`config.mk`:
```
export PLATFORM = sky130hd
export DESIGN_NAME = param_load_counter
export DESIGN_NICKNAME = d
export VERILOG_FILES = /design/src/rtl/param_load_counter_pkg.sv /design/src/rtl/param_load_counter.sv
export SDC_FILE = /design/constraint.sdc
export NUM_CORES = 1
export LEC_CHECK = 0
export BUFFER_PORTS_ARGS = -buffer_cell sky130_fd_sc_hd__buf_4
export CAP_MARGIN = 20
export CORE_ASPECT_RATIO = 1.1
export CORE_UTILIZATION = 45
export CTS_CLUSTER_SIZE = 30
export DETAILED_ROUTE_END_ITERATION = 10
export HOLD_SLACK_MARGIN = 0.1
export PLACE_DENSITY = 0.69
export SLEW_MARGIN = 20
export SYNTH_ARGS = -nofsm -noshare
export SYNTH_HDL_FRONTEND = slang
export SYNTH_SLANG_ARGS = --single-unit
```
`constraint.sdc`:
```
create_clock -name clk -period 6.08 [get_ports clk]
set_clock_uncertainty 0.1 [all_clocks]
set_input_delay 1.216 -clock clk [delete_from_list [all_inputs] [get_ports clk]]
set_output_delay 1.216 -clock clk [all_outputs]
set_load 0.02 [all_outputs]
```
`src/rtl/param_load_counter_pkg.sv`:
```
// Shared types for param_load_counter.
//   mode_e  : counting behaviour latched on a load (WRAP, SAT, ONESHOT, RELOAD)
//   state_e : run/done state; DONE is entered only when a ONESHOT count
//             reaches its terminal value.
package param_load_counter_pkg;

  typedef enum logic [1:0] {
    MODE_WRAP    = 2'b00,
    MODE_SAT     = 2'b01,
    MODE_ONESHOT = 2'b10,
    MODE_RELOAD  = 2'b11
  } mode_e;

  typedef enum logic {
    ST_RUN  = 1'b0,
    ST_DONE = 1'b1
  } state_e;

endpackage

```
`src/rtl/param_load_counter.sv`:
```
// Loadable up/down counter with four terminal behaviours.
//
// Ports
//   clk        : rising-edge clock
//   reset      : synchronous, active-low reset
//   load_i     : load strobe; loads count, reload value and mode
//   load_val_i : value to load (WIDTH bits)
//   mode_i     : mode, sampled only while load_i=1
//   en_i       : count enable (ignored in a load cycle)
//   up_i       : direction, 1 = up, 0 = down; sampled every cycle
//   count_o    : registered count
//   tc_o       : registered one-cycle pulse per terminal step
//   done_o     : registered ONESHOT completion flag
//   dbg_state  : registered FSM state, for observation only
//
// The terminal value follows the current up_i: all-ones when counting up,
// zero when counting down.
module param_load_counter
  import param_load_counter_pkg::*;
#(
  parameter int WIDTH = 4
) (
  input  logic             clk,
  input  logic             reset,
  input  logic             load_i,
  input  logic [WIDTH-1:0] load_val_i,
  input  logic [1:0]       mode_i,
  input  logic             en_i,
  input  logic             up_i,
  output logic [WIDTH-1:0] count_o,
  output logic             tc_o,
  output logic             done_o,
  output state_e           dbg_state
);

  logic [WIDTH-1:0] rld_q;
  mode_e            mode_q;

  logic [WIDTH-1:0] term;
  logic [WIDTH-1:0] count_d;
  logic             tc_d;
  logic             done_d;
  state_e           state_d;

  // Next-state / terminal logic for everything except the reset path.
  always_comb begin
    term    = up_i ? {WIDTH{1'b1}} : {WIDTH{1'b0}};
    count_d = count_o;
    tc_d    = 1'b0;
    done_d  = done_o;
    state_d = dbg_state;

    if (load_i) begin
      count_d = load_val_i;
      done_d  = 1'b0;
      state_d = ST_RUN;
    end else if (en_i && dbg_state == ST_RUN) begin
      if (count_o != term) begin
        count_d = up_i ? count_o + WIDTH'(1) : count_o - WIDTH'(1);
      end else begin
        tc_d = 1'b1;
        case (mode_q)
          // All-ones + 1 and zero - 1 wrap naturally modulo 2^WIDTH.
          MODE_WRAP:    count_d = up_i ? count_o + WIDTH'(1) : count_o - WIDTH'(1);
          MODE_SAT:     count_d = count_o;
          MODE_ONESHOT: begin
            count_d = count_o;
            done_d  = 1'b1;
            state_d = ST_DONE;
          end
          MODE_RELOAD:  count_d = rld_q;
          default:      count_d = count_o;
        endcase
      end
    end
  end

  always_ff @(posedge clk) begin
    if (!reset) begin
      count_o   <= '0;
      rld_q     <= '0;
      mode_q    <= MODE_WRAP;
      dbg_state <= ST_RUN;
      tc_o      <= 1'b0;
      done_o    <= 1'b0;
    end else begin
      count_o   <= count_d;
      tc_o      <= tc_d;
      done_o    <= done_d;
      dbg_state <= state_d;
      if (load_i) begin
        rld_q  <= load_val_i;
        mode_q <= mode_e'(mode_i);
      end
    end
  end

endmodule

```
Word-level counts from Yosys, hierarchy flattened
Index checks and enable logic that the tools add are counted.
W data, S select, Z words.
{"block": "totals", "regBits": 12, "elab_cells": 31}
{"block": "classes", "mux": 7, "bitwise_logic": 4, "reduce_logical": 8, "add_sub_neg": 2, "eq_ne": 5}
{"operator": "$mux W4", "n": 5}
{"operator": "$pmux W4 S2", "n": 1}
{"operator": "$add A4 B1 Y4 const B", "n": 1}
{"operator": "$eq A2 B2 Y1 const B", "n": 2}
{"operator": "$ne A4 B4 Y1", "n": 1}
{"operator": "$not A1 Y1", "n": 4}
{"operator": "$reduce_or A2 Y1", "n": 2}
{"operator": "$sub A4 B1 Y4 const B", "n": 1}
{"operator": "$ne A3 B1 Y1 const B", "n": 1}
{"operator": "$reduce_and A3 Y1", "n": 1}
{"operator": "$reduce_or A3 Y1", "n": 1}
{"operator": "$eq A2 B1 Y1 const B", "n": 1}
{"operator": "$logic_not A2 Y1", "n": 1}
{"operator": "$reduce_and A2 Y1", "n": 1}
{"operator": "$reduce_bool A2 Y1", "n": 1}
{"operator": "$logic_and A1 B1 Y1", "n": 1}
{"operator": "$mux W1", "n": 1}

Longest topological paths before layout
{"block": "logic_depth", "ltp_word": 6, "ltp_mapped": 6, "ltp_nobuf": 6}

Least setup slack after synthesis
No wires, ideal clock.
{"block": "synth_path", "path_kind": "input-to-reg", "startpoint": "in up_i", "endpoint": "reg count_o[1]", "path_stages": 6, "path_slack_ns": 3.293, "arrival_ns": 2.592, "setup_ns": 0.095, "cell_sequence": "inv_1 > ha_1 > nand2_1 > a211oi_4 > mux2_1 > a221oi_1"}
{"block": "synth_between", "elab_chain_len": 5}
{"element": "start, declared", "line_no": "param_load_counter.sv:29", "text": "input logic up_i,"}
{"element": "$mux W4 (on tied branches)", "line_no": "param_load_counter.sv:47, param_load_counter.sv:59, param_load_counter.sv:64"}
{"element": "$ne A4 B4 Y1 or $pmux W4 S2 (tied branches)", "line_no": "param_load_counter.sv:58, param_load_counter.sv:62"}
{"element": "$mux W4", "line_no": "param_load_counter.sv:58", "text": "if (count_o != term) begin"}
{"element": "$mux W4", "line_no": "param_load_counter.sv:57", "text": "end else if (en_i && dbg_state == ST_RUN) begin"}
{"element": "$mux W4", "line_no": "param_load_counter.sv:53", "text": "if (load_i) begin"}
{"element": "end signal, assigned", "line_no": "param_load_counter.sv:87", "text": "count_o <= count_d;"}
{"element": "end, declared", "line_no": "param_load_counter.sv:30", "text": "output logic [WIDTH-1:0] count_o,"}
Parallel ways exist; a longest one is shown, timed or not. The select of a mux whose other input is x is not followed.
A chain may end at the register's enable or synchronous reset.

Worst setup path in the final report
Ends and elaborated chain as after synthesis.

==> out/metrics.csv <==
metric,value,unit
clk_pin_slew,70,ps
track_usage,0.190,
dieHeight,43.6,µm
pin_count,18,
hold_depth,2,
worst_ep_required_time,6160,ps
final_cell_mix,"17 x buf_4, 12 x dfxtp_1, 7 x inv_1, 7 x nor2_1, 6 x a21oi_1",
path_delay_family,compound AO/OA/AOI/OAI gates,
seq_area_frac_synth,0.339,
synth_nets,95,
antenna_left,0,
cts_sinks,12,
syn_to_final_growth,22.4,%
hp-start,rld_q[1]$_SDFFE_PN0P_,
syn_inst,79,
wire_per_inst,12.6,µm
fin_tns_setup,0,ps
grt_pass1_vias,582,
relSlewSlack,0.751,
mostFrequentLayoutCell,buf_4,
crit_chain,buf_4 -> inv_1 -> ha_1 -> nand2_1 -> a211oi_4 -> mux2_1 -> a221oi_1,
power,0.183,mW
path_buf_inv,2,
cts_tree,built,
min_to,rld_q[1]$_SDFFE_PN0P_,
num_vias,632,
crit_fanout,5,
postCtsHoldBufs,0,
drt-pass1-iter-count,4,
die_area,1740,µm²
die_x,39.8,µm
post-dp-hpwl,1.10,mm
slowest_stage,mux2_1,
cts_root_buffer,clkbuf_4,
fin_crit_sh,0.451,
reg2reg_from,count_o[0]$_SDFFE_PN0P_,
finalWeightedCongestion,0.772,
ir_drop,133,µV
finalHoldViolCount,0,
layout-drive-gt1-share,0.247,
critPathMaxStageDelay,360,ps
status,"finished, final reports clean",
setup_viol,0,
numPortBuffers,17,
min_path_type,flop to flop,
drt_wl_total,1.42,mm
rr_endpoint,count_o[1]$_SDFFE_PN0P_,
syn_area_per_cell,8.96,µm²
fin_nets,115,
grt_max_degree,14,
grt-ovfl-total,0,
drc_errors,0,
yosysWarnings,0,
grt_pass1_wl,2.30,mm
fin_crit,2740,ps
synth-seq-cells,12,
row_count,14,
routed_via_density,5.59,
worst_slew_pin_slew,373,ps
antenna_found_initial,0,
cts_setup_buffers,0,
start_util,0.499,
cts.path.max_buffers,2,
fmax,0.365,GHz
first_iter_violations,10,
worst_hold_slack,386,ps
rr_worst_depth,4,
core,1420,µm²
maxCapViolCount,0,
p_leak,0.372,nW
crit_path_end_kind,flop,
syn_area,708,µm²
numCtsBuffers,3,
power_density,212,nW/µm²
diodes,0,
regToRegSetupSlack,4130,ps
arrival,2820,ps
cp-start-kind,primary input,
cts.repair.resized,0,
path_class,primary input to flop,
yosysUniqueCellTypes,32,
clk_latency,270,ps
rsz0062_at_grt,false,
drv_slew,0,
h-tree-depth,1,
==> stage by stage <==
step	std cells	utilization	setup WS [ps]	area, µm²
floorplan	79	-	3290	708
global placement	110	0.595	3130	845
detailed placement	110	0.595	3060	845
CTS	113	0.611	3350	867
global route	113	0.611	3220	867
finish	113	0.611	3340	867
==> worst min-delay path, delay by kind of cell (launching register included) <==
kind            cells  cell delay (ps)
compound gates      1               60
flops               1              300
simple gates        1               80
==> synth_stat cells <==
cell | count | share of area
dfxtp_1 | 12 | 0.34
inv_1 | 7 | 0.037
nor2_1 | 7 | 0.037
a21oi_1 | 6 | 0.042
mux2i_1 | 5 | 0.071
nand2_1 | 5 | 0.027
ha_1 | 4 | 0.071
a221oi_1 | 3 | 0.037
nand3_1 | 3 | 0.021
nor2b_1 | 3 | 0.027
o22ai_1 | 3 | 0.027
a211oi_2 | 1 | 0.018
a211oi_4 | 1 | 0.028
a21o_1 | 1 | 0.011
a22o_1 | 1 | 0.012
a32o_1 | 1 | 0.014
buf_1 | 1 | 0.0053
buf_4 | 1 | 0.011
clkinv_1 | 1 | 0.0053
fa_1 | 1 | 0.028
mux2_1 | 1 | 0.016
nand2b_1 | 1 | 0.0088
nand4_1 | 1 | 0.0088
o2111ai_1 | 1 | 0.012
o211ai_1 | 1 | 0.011
o21a_1 | 1 | 0.011
o21ai_0 | 1 | 0.0071
or2_1 | 1 | 0.0088
or2_2 | 1 | 0.0088
or3_4 | 1 | 0.016
or3b_1 | 1 | 0.012
xnor2_1 | 1 | 0.012
==> cells by family (layout without fill, tap and decap cells) <==
| kind of cell | Yosys count | in the layout | share of synthesized area |
|---|---|---|---|
| AO/OA/AOI/OAI | 21 | 21 | 0.230 |
| XOR/XNOR | 1 | 1 | 0.0124 |
| multiplexers | 6 | 6 | 0.0866 |
| AND/OR/NAND/NOR | 24 | 24 | 0.175 |
| flip-flops | 12 | 12 | 0.339 |
| adder cells (fa/ha/maj) | 5 | 5 | 0.0989 |
| buffers and inverters | 10 | 28 | 0.0583 |
==> flip-flops by register name, indices dropped and copies added (netlist names) <==
name	cells
count_o	4
dbg_state	1
mode_q	2
rld_q	4
tc_o	1
==> where the power goes <==
part           switching (mW)  internal (mW)  leakage [nW]
combinational          0.0248         0.0224         0.259
sequential            0.00465         0.0836        0.0990
clock                  0.0251         0.0229        0.0138
total                  0.0546          0.129         0.372
==> routing by layer <==
metal / GRT usage / share of wire / vias to the layer above
met3: 0.0462 / 0.041 / 2
li1: - / - / 324
met2: 0.275 / 0.48 / 12
met4: 0.103 / 0.0098 / 0
met1: 0.255 / 0.47 / 294
met5: 0 / 0 / -
==> worst max-delay path by stage <==
stage	slack, ps	to	cells past startpoint	from
after floorplan	3290	count_o[1]$_SDFFE_PN0P_	6	up_i
after global routing	3220	count_o[1]$_SDFFE_PN0P_	7	up_i
after global placement	3130	count_o[1]$_SDFFE_PN0P_	7	up_i
final	3340	count_o[1]$_SDFFE_PN0P_	7	up_i
after detailed placement	3060	count_o[1]$_SDFFE_PN0P_	7	up_i
after CTS	3350	count_o[1]$_SDFFE_PN0P_	7	up_i
==> final cells by class <==
| class | instances | area (µm²) |
|---|---|---|
| Timing Repair Buffer | 17 | 128 |
| Inverter | 8 | 30.0 |
| Fill cell | 127 | 552 |
| Multi-Input combinational cell | 57 | 427 |
| Sequential cell | 12 | 240 |
| Tap cell | 16 | 20.0 |
| Clock buffer | 3 | 22.5 |
(Power assumes the default switching activity.)
